==> src/rtl/disp_counter_n.sv <==
`default_nettype none
// ============================================================================
// Module      : disp_counter_n
// Description : N-digit hex/BCD up/down counter with parallel load, wrap pulse
//               and a built-in multiplexed 7-segment display driver.
//               Optional build macro DISP_BLANK_EN enables leading-zero
//               blanking on the segment outputs.
// Revision    : 1.0 - initial release
// ============================================================================
module disp_counter_n #(
    parameter int DIGITS   = 4,
    parameter int TICK_DIV = 262144,
    parameter int SCAN_DIV = 2048,
    parameter int BCD      = 0
) (
    input  logic                clk,
    input  logic                reset_n,
    input  logic                ce,
    input  logic                up,
    input  logic                load,
    input  logic [4*DIGITS-1:0] load_val,
    output logic [4*DIGITS-1:0] value,
    output logic                wrap,
    output logic [DIGITS-1:0]   ano,
    output logic [7:0]          cat
);

    localparam int C_W  = 4 * DIGITS;
    localparam int C_PW = $clog2(TICK_DIV);
    localparam int C_SW = (SCAN_DIV > 1) ? $clog2(SCAN_DIV) : 1;
    localparam int C_IW = (DIGITS > 1) ? $clog2(DIGITS) : 1;

    localparam logic [C_PW-1:0] C_PRE_LAST  = C_PW'(TICK_DIV - 1);
    localparam logic [C_SW-1:0] C_SCAN_LAST = C_SW'(SCAN_DIV - 1);
    localparam logic [C_IW-1:0] C_IDX_LAST  = C_IW'(DIGITS - 1);

    // ------------------------------------------------------------------
    // State
    // ------------------------------------------------------------------
    logic [C_PW-1:0]   prescale_q, prescale_d;
    logic [C_W-1:0]    value_q,    value_d;
    logic              wrap_q,     wrap_d;
    logic [C_SW-1:0]   scan_q,     scan_d;
    logic [C_IW-1:0]   idx_q,      idx_d;
    logic [DIGITS-1:0] ano_q,      ano_d;
    logic [7:0]        cat_q,      cat_d;

    // Combinational helpers
    logic              w_tick;
    logic              w_scan_tc;
    logic [C_W-1:0]    w_step_val;
    logic              w_step_wrap;
    logic [3:0]        w_digit;
    logic              w_blank_sel;

    // Active-low segment code {P,G,F,E,D,C,B,A}; P (decimal point) is off.
    function automatic logic [7:0] seg7(input logic [3:0] d);
        logic [7:0] s;
        case (d)
            4'h0:    s = 8'hC0;
            4'h1:    s = 8'hF9;
            4'h2:    s = 8'hA4;
            4'h3:    s = 8'hB0;
            4'h4:    s = 8'h99;
            4'h5:    s = 8'h92;
            4'h6:    s = 8'h82;
            4'h7:    s = 8'hF8;
            4'h8:    s = 8'h80;
            4'h9:    s = 8'h90;
            4'hA:    s = 8'h88;
            4'hB:    s = 8'h83;
            4'hC:    s = 8'hC6;
            4'hD:    s = 8'hA1;
            4'hE:    s = 8'h86;
            default: s = 8'h8E;
        endcase
        return s;
    endfunction

    // Free-running tick prescaler, independent of ce and load.
    always_comb begin
        w_tick     = (prescale_q == C_PRE_LAST);
        prescale_d = w_tick ? '0 : prescale_q + C_PW'(1);
    end

    // One-step count result; the carry/borrow out of the top digit is the wrap.
    generate
        if (BCD != 0) begin : g_bcd
            logic [3:0] w_dig;
            logic       w_carry;

            // Decimal ripple: up from >=9 gives 0 with carry, down from 0
            // gives 9 with borrow, down from an out-of-range digit just
            // decrements without borrowing.
            always_comb begin
                w_step_val = value_q;
                w_carry    = 1'b1;
                w_dig      = 4'd0;
                for (int k = 0; k < DIGITS; k++) begin
                    w_dig = value_q[4*k +: 4];
                    if (w_carry) begin
                        if (up) begin
                            if (w_dig >= 4'd9) begin
                                w_dig   = 4'd0;
                                w_carry = 1'b1;
                            end else begin
                                w_dig   = w_dig + 4'd1;
                                w_carry = 1'b0;
                            end
                        end else begin
                            if (w_dig == 4'd0) begin
                                w_dig   = 4'd9;
                                w_carry = 1'b1;
                            end else begin
                                w_dig   = w_dig - 4'd1;
                                w_carry = 1'b0;
                            end
                        end
                    end
                    w_step_val[4*k +: 4] = w_dig;
                end
                w_step_wrap = w_carry;
            end
        end else begin : g_hex
            // Plain binary +/-1 modulo 2^(4*DIGITS).
            always_comb begin
                w_step_val  = up ? value_q + C_W'(1) : value_q - C_W'(1);
                w_step_wrap = up ? (&value_q) : ~(|value_q);
            end
        end
    endgenerate

    // Counter next state: load beats a tick-qualified count, otherwise hold.
    always_comb begin
        value_d = value_q;
        wrap_d  = 1'b0;
        if (load) begin
            value_d = load_val;
        end else if (w_tick && ce) begin
            value_d = w_step_val;
            wrap_d  = w_step_wrap;
        end
    end

    // Scan divider and digit index rotation.
    always_comb begin
        w_scan_tc = (scan_q == C_SCAN_LAST);
        scan_d    = w_scan_tc ? '0 : scan_q + C_SW'(1);
        idx_d     = idx_q;
        if (w_scan_tc) begin
            idx_d = (idx_q == C_IDX_LAST) ? '0 : idx_q + C_IW'(1);
        end
    end

`ifdef DISP_BLANK_EN
    logic [DIGITS-1:0] w_blank;
    logic              w_zero_run;

    // A digit is blanked when it and every digit above it are zero; digit 0 never.
    always_comb begin
        w_blank    = '0;
        w_zero_run = 1'b1;
        for (int k = DIGITS - 1; k >= 1; k--) begin
            w_zero_run = w_zero_run & (value_q[4*k +: 4] == 4'd0);
            w_blank[k] = w_zero_run;
        end
    end
`endif

    // Select the current digit and derive the registered anode/segment values.
    always_comb begin
        w_digit     = 4'd0;
        w_blank_sel = 1'b0;
        ano_d       = '1;
        for (int k = 0; k < DIGITS; k++) begin
            if (idx_q == C_IW'(k)) begin
                w_digit  = value_q[4*k +: 4];
                ano_d[k] = 1'b0;
`ifdef DISP_BLANK_EN
                w_blank_sel = w_blank[k];
`endif
            end
        end
        cat_d = w_blank_sel ? 8'hFF : seg7(w_digit);
    end

    // All state registers; reset restarts both dividers and darkens the display.
    always_ff @(posedge clk) begin
        if (!reset_n) begin
            prescale_q <= '0;
            value_q    <= '0;
            wrap_q     <= 1'b0;
            scan_q     <= '0;
            idx_q      <= '0;
            ano_q      <= '1;
            cat_q      <= 8'hFF;
        end else begin
            prescale_q <= prescale_d;
            value_q    <= value_d;
            wrap_q     <= wrap_d;
            scan_q     <= scan_d;
            idx_q      <= idx_d;
            ano_q      <= ano_d;
            cat_q      <= cat_d;
        end
    end

    assign value = value_q;
    assign wrap  = wrap_q;
    assign ano   = ano_q;
    assign cat   = cat_q;

endmodule
`default_nettype wire

==> config.mk <==
export PLATFORM = sky130hd
export DESIGN_NAME = disp_counter_n
export DESIGN_NICKNAME = d
export VERILOG_FILES = /design/src/rtl/disp_counter_n.sv
export SDC_FILE = /design/constraint.sdc
export NUM_CORES = 1
export LEC_CHECK = 0
export CAP_MARGIN = 20
export CORE_MARGIN = 3
export CORE_UTILIZATION = 43
export CTS_CLUSTER_DIAMETER = 120
export DETAILED_ROUTE_END_ITERATION = 7
export PLACE_DENSITY = 0.74
export SETUP_SLACK_MARGIN = 0.02
export SYNTH_ARGS = -nofsm -noshare
export SYNTH_HDL_FRONTEND = slang
export SYNTH_SLANG_ARGS = --single-unit
==> constraint.sdc <==
create_clock -name clk -period 7.1 [get_ports clk]
set_clock_uncertainty 0.1 [all_clocks]
set_input_delay 1.42 -clock clk [delete_from_list [all_inputs] [get_ports clk]]
set_output_delay 1.42 -clock clk [all_outputs]
set_load 0.05 [all_outputs]
== Word-level counts from Yosys, hierarchy flattened ==
Memories as Yosys holds them, arrays and structs flattened. A register that Yosys moved wholly into a read port is not among the register bits.
Cells that the tools add are included.

* Register bits after elaboration: 60
* Latch bits: 0
* RAM bits: 0
* Bits in read-only memories: 112
* Input bits: 21
* Output and inout port bits: 29
* Word-level logic and storage cells: 43
* Memories kept: 1

{| class="wikitable"
|+ Memory list
! memory !! words !! bits a word !! read ports !! clocked after memory_dff !! write ports !! RTL line !! text
|-
| (no name shown) || 16 || 7 || 1 || 1 || 0 || 59 || <nowiki>case (d)</nowiki>
|}

* Add/sub/neg operators: 5
* Multiply operators: 0
* Divide/modulo/power cells: 0
* Order comparisons: 0
* Equal/unequal tests: 5
* Shifts and indexed selects: 0
* Mux-type cells: 13
* Bitwise logic cells: 3
* Reduce and logical (&&, ||, !) cells: 9

{| class="wikitable"
|+ Operators by type and width
! cell !! number
|-
| $mux W16 || 3
|-
| $add A18 B1 Y18 const B || 1
|-
| $eq A18 B18 Y1 const B || 1
|-
| $add A16 B1 Y16 const B || 1
|-
| $mux W4 || 4
|-
| $reduce_and A16 Y1 || 1
|-
| $reduce_or A16 Y1 || 1
|-
| $sub A16 B1 Y16 const B || 1
|-
| $add A11 B1 Y11 const B || 1
|-
| $eq A11 B11 Y1 const B || 1
|-
| $mux W1 || 5
|-
| $eq A2 B2 Y1 const B || 2
|-
| $reduce_or A2 Y1 || 2
|-
| $not A1 Y1 || 3
|-
| $reduce_or A3 Y1 || 1
|-
| $add A2 B1 Y2 const B || 1
|-
| $eq A2 B1 Y1 const B || 1
|-
| $logic_not A2 Y1 || 1
|-
| $mux W2 || 1
|-
| $reduce_bool A2 Y1 || 1
|-
| $logic_and A1 B1 Y1 || 1
|-
| $logic_not A1 Y1 || 1
|}

== Depth between registers and ports, before layout ==
* Depth after elaboration: 5
* Mapped depth: 12
* Mapped depth without buffers: 12

== Worst setup path after synthesis ==
No wires, ideal clock.

* Path kind: input to register
* From: input port up
* To: register value_q[15] (netlist: value[15])
* Library setup time: 0.074 ns
* Data arrival time: 3.526 ns
* Required time: 6.926 ns
* Slack: 3.399 ns
* Stages: 9
* Path buffers: 0
* Path through: inv_1 -> ha_1 -> a211o_1 -> a211o_1 -> a41oi_2 -> o31ai_2 -> xnor2_1 -> or3_1 -> a31oi_1

* Cells in the longest elaborated chain, start to end: 3

{| class="wikitable"
|+ Ends and longest elaborated chain
! item !! RTL line !! text
|-
| from (decl) || 19 || <nowiki>input logic up,</nowiki>
|-
| $mux W16 || 127 || <nowiki>w_step_val = up ? value_q + C_W'(1) : value_q - C_W'(1);</nowiki>
|-
| $mux W16 || 139 || <nowiki>end else if (w_tick && ce) begin</nowiki>
|-
| $mux W16 || 137 || <nowiki>if (load) begin</nowiki>
|-
| to (signal assigned) || 199 || <nowiki>value_q <= value_d;</nowiki>
|-
| to (decl) || 41 || <nowiki>logic [C_W-1:0] value_q, value_d;</nowiki>
|}

Every way passes these cells. The select of a mux whose other input is x is not followed.
A chain may end at the register's enable or synchronous reset.

== Worst setup path after layout ==
Ends and elaborated chain as after synthesis.

==> summary.md <==
| Metric | Value |
|---|---|
| Worst skew pair latency | `0.34 ns` |
| Leakage Power | `1.75 nW` |
| Via count | `3,016` |
| H-tree lvl count | `3` |
| Initial DRC count | `approximately 180` |
| Antenna viol nets, final | `0` |
| Syn avg cell area | `8.48 um^2` |
| Number of global-route vias before repair | `approximately 2,800` |
| Initial antenna violation count | `0` |
| Ys async rst share | `0` |
| Placed Cells | `534` |
| Hold Path Stages | `1` |
| Primary FF master, synth | `dfxtp_1` |
| F_max | `~0.24 GHz` |
| Core area | `0.00749 mm^2` |
| Max Cap Viol | `0` |
| CTS tree | `built` |
| Pwr/cell area | `211 mW/mm^2` |
| Largest net degree at the start of global routing | `43` |
| Clk slew on worst S/H paths | `0.08 ns` |
| FP Rows | `31` |
| Critical Path AT | `approximately 4.4 ns` |
| Largest fanout on the critical path | `15` |
| Crit path time final | `4.19 ns` |
| Largest stage delay on the critical path | `between 0.4 and 0.5 ns` |
| Slew headroom | `0.441` |
| Final setup viols | `0` |
| Clock tree buffer depth | `2` |
| Final period util | `0.590` |
| # Post-CTS Setup Buffers | `0` |
| Crit-path slowest cell | `clkdlybuf4s50_1` |
| Seq/Total Area, Yosys | `0.346` |
| Grt total ovfl | `0` |
| Gr busiest metal | `met2` |
| Most common cell on crit path | `a211o_1` |
| Met2 Track Usage GR | `0.287` |
| GRT met1 Usage | `0.251` |
| Die Span Y | `between 90 and 100 um` |
| Outcome | `completed` |
| Tot GR Track Use | `0.186` |
| Post-DP HPWL | `5640 um` |
| Startpoint types | `input pin` |
| WL final | `7810 um` |
| FF-to-FF path depth | `11` |
| P&R area growth vs syn | `22.3%` |
| Fin Setup TNS | `0 ns` |
| Max Slew Vio Count | `0` |
| Sink count of the clock tree | `between 50 and 60` |
| Inserted Clock Buffers | `9` |
| Worst vdd ir | `0.0986 mV` |
| Synth Instances | `403` |
| WS Path Type | `input pin to flop` |
| Hold Crit Class | `flop to flop` |
| CTS resizes | `0` |
| Final Non-Filler Cells | `about 550` |
| Met3 usage | `0.0497` |
| First-pass GRT wire length | `13,300 um` |
| # hold bufs at CTS | `0` |
| Unrepaired setup endpoints after global routing | `no` |
| Root Driver | `clkbuf_8` |
| #FFs+latches synth | `59` |
| Die extent in x | `95.1 um` |
| Yosys warns | `0` |
| Yosys cell types | `50` |
| PortBufs | `48` |
| Net Count, Synth | `451` |
| Post-synth EDFFs | `0` |
| Crit end category | `flop` |
| Slew of the pin with the lowest slew margin | `0.838 ns` |
| Starting density of the core | `0.456` |
| Gpl congestion | `roughly 0.84` |
| Drc violations | `0` |
| Ant. Diodes | `0` |
| Iteration count of the initial detailed-routing pass | `4` |
| Crit path required time | `7.28 ns` |
| Hold Violations, Final | `0` |
| Layout cell share with drive strength beyond 1 | `0.0487` |
| Number of I/O pins | `50` |
| Die area | `0.00905 mm^2` |
| Wirelength per Cell | `about 14 um` |
| DR vias/cell | `between 5 and 6` |
| Critical Path, Cell by Cell | `clkdlybuf4s50_1 -> inv_1 -> ha_1 -> a211o_1 -> a211o_1 -> a41oi_2 -> o31ai_2 -> xnor2_1 -> or3_1 -> a31oi_1` |
| Fin nets | `slightly below 500` |
| Synthesized cell area | `0.00342 mm^2` |
==> worst max-delay path: cells and delay by family <==
kind | cells | cell delay (ns)
AO/OA/AOI/OAI | 5 | 1.22
AND/OR/NAND/NOR | 1 | 0.32
buffers and inverters | 2 | 0.92
adder cells (fa/ha/maj) | 1 | 0.36
XOR/XNOR | 1 | 0.14
==> report_power, final <==
part           leakage, nW  switching, mW  internal (mW)  total (mW)
clock                0.114          0.146          0.200       0.346
combinational         1.15          0.103         0.0708       0.174
sequential           0.483         0.0160          0.344       0.360
==> path summary, 6_finish.rpt <==
kind / from / to / slack, ns
max: up / value[15] / 2.91
min: prescale_q[0] / prescale_q[0] / 0.36
max reg2reg: idx_q[0] / cat[3] / 4.38
min reg2reg: prescale_q[0] / prescale_q[0] / 0.36
==> metal layers <==
metal,up-vias,share of wire
li1,1529,-
met1,1374,0.48
met2,101,0.44
met3,12,0.068
met4,0,0.015
met5,-,0
==> cell usage after synthesis, types with 6 or more instances <==
master	number	area (um^2)
dfxtp_1	59	1180
nand2_1	46	173
and3_1	11	68.8
nand4_1	8	50.1
xnor2_1	19	166
clkbuf_1	12	45.0
o211ai_1	6	45.0
nor2b_1	6	37.5
ha_1	26	325
xor2_1	18	158
a21oi_1	28	140
and2_1	9	56.3
o21ai_0	18	90.1
nand3_1	19	95.1
o211a_1	8	80.1
inv_1	12	45.0
nor2_1	29	109
a21o_1	6	45.0
==> layout make-up <==
type | count | area (um^2)
Multi-Input combinational cell | 315 | 2110
Clock inverter | 7 | 100
Inverter | 12 | 45.0
Tap cell | 99 | 124
Sequential cell | 59 | 1180
Clock buffer | 9 | 124
Timing Repair Buffer | 50 | 495
Fill cell | 663 | 3310
==> kinds of logic after synthesis <==
family          count (synthesis)  share of synthesized area
simple gates                  151                      0.221
compound gates                 95                      0.188
xor+xnor                       37                     0.0949
buf+inv                        29                     0.0370
flops                          59                      0.346
mux                             4                     0.0117
other cells                     1                    0.00110
fa+ha+maj                      27                      0.101
==> layout by cell type (no fill, tap or decap), types with 18 or more instances in the layout <==
master,netlist,routed
nand2_1,46,46
nand3_1,19,19
nor2_1,29,29
ha_1,26,26
o21ai_0,18,18
clkdlybuf4s50_1,0,48
xor2_1,18,18
a21oi_1,28,28
dfxtp_1,59,59
xnor2_1,19,19
==> through the flow <==
step | setup WS [ns] | total power, mW | hold WS (ns) | cell area, um^2 | utilization
4_1_cts | 2.95 | 0.888 | 0.367 | 4170 | 0.557
2_1_floorplan | 3.40 | 0.487 | 0.326 | 3420 | -
3_5_place_dp | 2.60 | 0.539 | 0.355 | 3950 | 0.527
5_1_grt | 2.79 | 0.922 | 0.396 | 4180 | 0.558
3_3_place_gp | 2.67 | 0.536 | 0.339 | 3950 | 0.527
6_report | 2.91 | 0.880 | 0.364 | 4180 | 0.558
==> state kept, by name, indices dropped and copies added (netlist names) <==
register / flops
prescale_q: 18
value: 16
scan_q: 11
cat: 7
ano: 4
idx_q: 2
wrap: 1
(Power assumes the default switching activity.)
